[config.mk]
export PLATFORM = sky130hd
export DESIGN_NAME = signed_seq_divider
export DESIGN_NICKNAME = d
export VERILOG_FILES = /design/src/rtl/mult_div_pkg.sv /design/src/rtl/twos_negate.sv /design/src/rtl/signed_seq_divider.sv
export SDC_FILE = /design/constraint.sdc
export NUM_CORES = 1
export LEC_CHECK = 0
export BUFFER_PORTS_ARGS = -buffer_cell sky130_fd_sc_hd__buf_4
export CORE_AREA = 8 8 205 158
export DETAILED_ROUTE_END_ITERATION = 16
export DIE_AREA = 0 0 213 166
export PLACE_DENSITY = 0.81
export SLEW_MARGIN = 5
export SYNTH_ARGS = -nofsm -noshare
export SYNTH_HDL_FRONTEND = slang
export SYNTH_SLANG_ARGS = --single-unit
[constraint.sdc]
create_clock -name clk -period 8 [get_ports clk]
set_input_delay 2.4 -clock clk [delete_from_list [all_inputs] [get_ports clk]]
set_output_delay 2.4 -clock clk [all_outputs]
set_load 0.02 [all_outputs]
[src/rtl/mult_div_pkg.sv]
// Definitions shared by the Booth multiplier and the signed sequential divider.
package mult_div_pkg;

    localparam int WIDTH = 32;

    typedef enum logic [1:0] {
        IDLE,
        CHECK,
        ITER,
        FIX
    } state_t;

    localparam logic [WIDTH-1:0] DIV_ZERO_QUOT = '1;

endpackage

[src/rtl/twos_negate.sv]
// Conditional two's-complement negate; purely combinational, zero latency, no flow control.
module twos_negate #(
    parameter int W = 32
) (
    input  logic [W-1:0] val_i,
    input  logic         neg_i,
    output logic [W-1:0] val_o
);

    assign val_o = neg_i ? (~val_i + W'(1)) : val_i;

endmodule

[src/rtl/signed_seq_divider.sv]
// Restoring signed divider, 2W/W -> W quotient and remainder; done WIDTH+2 edges after start (2 on errors).
// A single operation is in flight; start is ignored while busy and operands are captured only on acceptance.
module signed_seq_divider
    import mult_div_pkg::*;
#(
    parameter int WIDTH = mult_div_pkg::WIDTH
) (
    input  logic                 clk,
    input  logic                 resetN,
    input  logic                 start,
    input  logic [2*WIDTH-1:0]   Dividend,
    input  logic [WIDTH-1:0]     Divisor,
    output logic                 busy,
    output logic                 done,
    output logic [WIDTH-1:0]     Quotient,
    output logic [WIDTH-1:0]     Remainder,
    output logic                 divByZero,
    output logic                 overflow
);

    localparam int CW = $clog2(WIDTH) + 1;
    localparam logic [WIDTH-1:0] MIN_MAG = {1'b1, {(WIDTH-1){1'b0}}};

    state_t               state_q, state_d;
    logic [2*WIDTH-1:0]   dvd_q, dvd_d;
    logic [WIDTH-1:0]     dvs_q, dvs_d;
    logic [WIDTH-1:0]     rem_q, rem_d;
    logic [WIDTH-1:0]     low_q, low_d;
    logic [WIDTH-1:0]     dmag_q, dmag_d;
    logic [CW-1:0]        cnt_q, cnt_d;
    logic                 dbz_q, dbz_d;
    logic                 ovf_q, ovf_d;
    logic [WIDTH-1:0]     quot_q, quot_d;
    logic [WIDTH-1:0]     remo_q, remo_d;
    logic                 dbz_o_q, dbz_o_d;
    logic                 ovf_o_q, ovf_o_d;
    logic                 done_q, done_d;

    logic [2*WIDTH-1:0]   dvd_abs;
    logic [WIDTH-1:0]     dvs_abs;
    logic [WIDTH-1:0]     quo_signed;
    logic [WIDTH-1:0]     rem_signed;
    logic [WIDTH:0]       shifted;
    logic [WIDTH:0]       diff;
    logic                 qbit;
    logic                 q_neg;
    logic                 rng_ovf;

    twos_negate #(.W(2*WIDTH)) u_abs_dvd (
        .val_i (dvd_q),
        .neg_i (dvd_q[2*WIDTH-1]),
        .val_o (dvd_abs)
    );

    twos_negate #(.W(WIDTH)) u_abs_dvs (
        .val_i (dvs_q),
        .neg_i (dvs_q[WIDTH-1]),
        .val_o (dvs_abs)
    );

    assign q_neg = dvd_q[2*WIDTH-1] ^ dvs_q[WIDTH-1];

    twos_negate #(.W(WIDTH)) u_sgn_quo (
        .val_i (low_q),
        .neg_i (q_neg),
        .val_o (quo_signed)
    );

    twos_negate #(.W(WIDTH)) u_sgn_rem (
        .val_i (rem_q),
        .neg_i (dvd_q[2*WIDTH-1]),
        .val_o (rem_signed)
    );

    // rem < |divisor| <= 2^(W-1), so the shifted value never reaches bit W and diff[W] is a true sign.
    assign shifted = {rem_q, low_q[WIDTH-1]};
    assign diff    = shifted - {1'b0, dmag_q};
    assign qbit    = ~diff[WIDTH];
    assign rng_ovf = q_neg ? (low_q > MIN_MAG) : low_q[WIDTH-1];

    always_comb begin
        state_d = state_q;
        dvd_d   = dvd_q;
        dvs_d   = dvs_q;
        rem_d   = rem_q;
        low_d   = low_q;
        dmag_d  = dmag_q;
        cnt_d   = cnt_q;
        dbz_d   = dbz_q;
        ovf_d   = ovf_q;
        quot_d  = quot_q;
        remo_d  = remo_q;
        dbz_o_d = dbz_o_q;
        ovf_o_d = ovf_o_q;
        done_d  = 1'b0;

        unique case (state_q)
            IDLE: begin
                if (start) begin
                    dvd_d   = Dividend;
                    dvs_d   = Divisor;
                    state_d = CHECK;
                end
            end
            CHECK: begin
                dbz_d  = (dvs_q == '0);
                ovf_d  = (dvs_q != '0) && (dvd_abs[2*WIDTH-1:WIDTH] >= dvs_abs);
                rem_d  = dvd_abs[2*WIDTH-1:WIDTH];
                low_d  = dvd_abs[WIDTH-1:0];
                dmag_d = dvs_abs;
                cnt_d  = '0;
                state_d = (dbz_d || ovf_d) ? FIX : ITER;
            end
            ITER: begin
                rem_d = qbit ? diff[WIDTH-1:0] : shifted[WIDTH-1:0];
                low_d = {low_q[WIDTH-2:0], qbit};
                cnt_d = cnt_q + CW'(1);
                if (cnt_q == CW'(WIDTH-1)) begin
                    state_d = FIX;
                end
            end
            FIX: begin
                done_d  = 1'b1;
                state_d = IDLE;
                if (dbz_q) begin
                    quot_d  = WIDTH'(DIV_ZERO_QUOT);
                    remo_d  = dvd_q[WIDTH-1:0];
                    dbz_o_d = 1'b1;
                    ovf_o_d = 1'b0;
                end else if (ovf_q || rng_ovf) begin
                    quot_d  = '0;
                    remo_d  = '0;
                    dbz_o_d = 1'b0;
                    ovf_o_d = 1'b1;
                end else begin
                    quot_d  = quo_signed;
                    remo_d  = rem_signed;
                    dbz_o_d = 1'b0;
                    ovf_o_d = 1'b0;
                end
            end
            default: state_d = IDLE;
        endcase
    end

    always_ff @(posedge clk or negedge resetN) begin
        if (!resetN) begin
            state_q <= IDLE;
            dvd_q   <= '0;
            dvs_q   <= '0;
            rem_q   <= '0;
            low_q   <= '0;
            dmag_q  <= '0;
            cnt_q   <= '0;
            dbz_q   <= 1'b0;
            ovf_q   <= 1'b0;
            quot_q  <= '0;
            remo_q  <= '0;
            dbz_o_q <= 1'b0;
            ovf_o_q <= 1'b0;
            done_q  <= 1'b0;
        end else begin
            state_q <= state_d;
            dvd_q   <= dvd_d;
            dvs_q   <= dvs_d;
            rem_q   <= rem_d;
            low_q   <= low_d;
            dmag_q  <= dmag_d;
            cnt_q   <= cnt_d;
            dbz_q   <= dbz_d;
            ovf_q   <= ovf_d;
            quot_q  <= quot_d;
            remo_q  <= remo_d;
            dbz_o_q <= dbz_o_d;
            ovf_o_q <= ovf_o_d;
            done_q  <= done_d;
        end
    end

    assign busy      = (state_q != IDLE);
    assign done      = done_q;
    assign Quotient  = quot_q;
    assign Remainder = remo_q;
    assign divByZero = dbz_o_q;
    assign overflow  = ovf_o_q;

endmodule
==> results.md <==
* DRT Wirelength at 50200 microns
* Post-synth ARST share at 100%
* PortBufs at 166
* Critical path data arrival time at 5.73 ns
* Startpoint types: flip-flop
* Via count at 15069
* # setup viols final at 0
* Worst-margin pin slew at 1.13 ns
* Main synth FF type: dfrtp_1
* Die Ht at 166 microns
* Most common cell after layout, fill and taps aside: dfrtp_1
* Die Wd at 213 microns
* Outcome: finished, final reports clean
* Worst-case clock buffer depth at 3
* Core Region at 29400 sq um
* Total track usage at 28.1%
* Hold Violations, Final at 0
* Max-cap violations at 0
* Post-CTS Setup Repair Bufs at 0
* CTS tree: yes
* Initial DRC count at 1532
* Count of cell types in the netlist at 73
* Full die area at 35400 sq um
* Clk sink count at 269
* Grt ovf at 0
* Initial antenna violation count at 0
* Syn Nets at 2053
* Seq cells post-synth at 269
* Final core utilization at 66.7%
* CP Capture Type: flip-flop
* DRC at 0
* Tmin final at 5.32 ns
* Clk Latency, worst-skew pair at 0.55 ns
* Pin count of the biggest net entering global routing at 148
* Hold Buf Count CTS at 0
* Mapped cell area at 17200 sq um
* GP Congestion at 0.935
* Drt pass-1 iters at 8
* Root Driver: clkbuf_16
* Post-CTS Resized at 0
* Synth Instances at 1879
* HPWL Detailed at 36900 microns
* Period utilisation layout at 66.5%
* H-tree depth at 1
* Antenna viol nets, final at 0
* Routed len/inst at 20.9 microns
* Vias per cell at 6.28
* Crit path kind: flip-flop to flip-flop
* Crit-path max FO at 8
* Max Clock Freq at 0.188 GHz
* Share of cells above drive strength 1 at 19.4%
* Max transition margin at 24.9%
* RSZ-0062 raised after global routing: false
* Most frequent cells in the layout: 267 x dfrtp_1, 198 x a21oi_1, 178 x buf_4
* Clk slew on worst S/H paths at 0.06 ns
* Post-synth EDFFs at 0
* Total CTS buffers at 27
* # rows at 55
* Max-slew violation count at 0
* # nets final at 2155
* Seq/Total Area, Yosys at 39.2%
* Final Skew at 0.0103 ns
* Hold Path Class: flip-flop to flip-flop
* Final TNS setup at 0 ns
* Area added between synthesis and finish at 14.3%
* CP required at 8.41 ns
* Syn_area_per_cell at 9.14 sq um
* Yosys warning count at 0
* Boundary Pins at 167
* Antenna diodes at 0
* Global-route wire length before repair at 80900 microns
* Vias in the first global route at 14894
* Starting Density at 58.4%
area by class of cell:
class	instances	area, sq um
clock inverter	13	175
clock buffer	36	779
timing repair buffer	180	1370
multi-input combinational	1426	9760
inverter	77	289
sequential	269	6730
fill	2423	9770
tap	399	499
stage by stage:
step / setup slack (ns) / area (sq um) / cells / hold WS (ns)
floorplan: 3.60 / 17200 / 1879 / 0.479
global placement: 3.09 / 18600 / 2351 / 0.482
detailed placement: 2.80 / 18600 / 2351 / 0.483
CTS: 2.79 / 19600 / 2400 / 0.506
global route: 2.40 / 19600 / 2400 / 0.525
finish: 2.68 / 19600 / 2400 / 0.502
cells in the mapped netlist, types with 11 or more instances:
library cell	number	area (sq um)
a21o_1	19	143
a21oi_1	199	996
a31oi_1	25	156
buf_1	15	56.3
clkbuf_1	87	327
dfrtp_1	269	6730
ha_1	74	926
inv_1	76	285
mux2_2	127	1430
mux2i_1	13	130
nand2_1	110	413
nand3_1	31	155
nand4_1	15	93.8
nor2_1	170	638
nor2b_1	11	68.8
nor3_1	60	300
nor4_1	11	68.8
o211ai_1	11	82.6
o21ai_0	117	586
o22ai_1	17	106
o31ai_1	50	375
o41ai_1	20	175
or2_2	12	75.1
or3_1	23	144
or4_1	27	203
xnor2_1	79	692
xor2_1	98	858
registers in the layout, summed over array words and instances (netlist names):
name / flops
Quotient: 32
Remainder: 32
cnt_q: 6
dbz_q: 1
divByZero: 1
dmag_q: 32
done: 1
dvd_q: 64
dvs_q: 32
low_q: 32
overflow: 1
ovf_q: 1
rem_q: 32
state_q: 2
critical path: stages, from the launching register on:
cell,delay (ns)
dfrtp_1,0.42
or4_1,0.68
nor4b_1,0.67
nand4_1,0.67
or3_1,0.73
o31ai_2,0.29
xnor2_1,0.18
ha_1,0.28
a21o_1,0.18
a21o_1,0.17
a21o_1,0.17
a21o_1,0.16
a21oi_1,0.13
o21ai_0,0.15
a31oi_1,0.19
o21ai_0,0.10
layer usage:
layer | track usage [%] | vias up | share of wire, %
met5 | 0 | - | 0
met4 | 6.74 | 0 | 2.5
met3 | 4.41 | 75 | 7.8
met2 | 44.1 | 648 | 45
met1 | 40.3 | 7377 | 44
li1 | - | 6969 | -
path summary, 6_finish.rpt:
path	start	to	slack, ns	depth (start not counted)
max	dvd_q[11]	ovf_q	2.68	15
min	Remainder[30]	Remainder[30]	0.50	1
max reg2reg	dvd_q[11]	ovf_q	2.68	15
min reg2reg	Remainder[30]	Remainder[30]	0.50	1
max in group asynchronous	resetN	rem_q[3]	4.73	2
min in group asynchronous	resetN	Quotient[0]	1.91	1
cell families (layout without fill, tap and decap cells):
| group | Yosys count | in the layout | synth area share [%] |
|---|---|---|---|
| compound gates | 524 | 524 | 18.6 |
| xor+xnor | 177 | 177 | 9.03 |
| fa+ha+maj | 75 | 75 | 5.51 |
| buf+inv | 184 | 306 | 4.13 |
| flops | 269 | 269 | 39.2 |
| mux | 140 | 140 | 9.09 |
| simple gates | 510 | 510 | 14.4 |
Power is left out: the tool's default activity adds up to more than one toggle a clock period on the data nets, which glitch-free logic cannot reach.
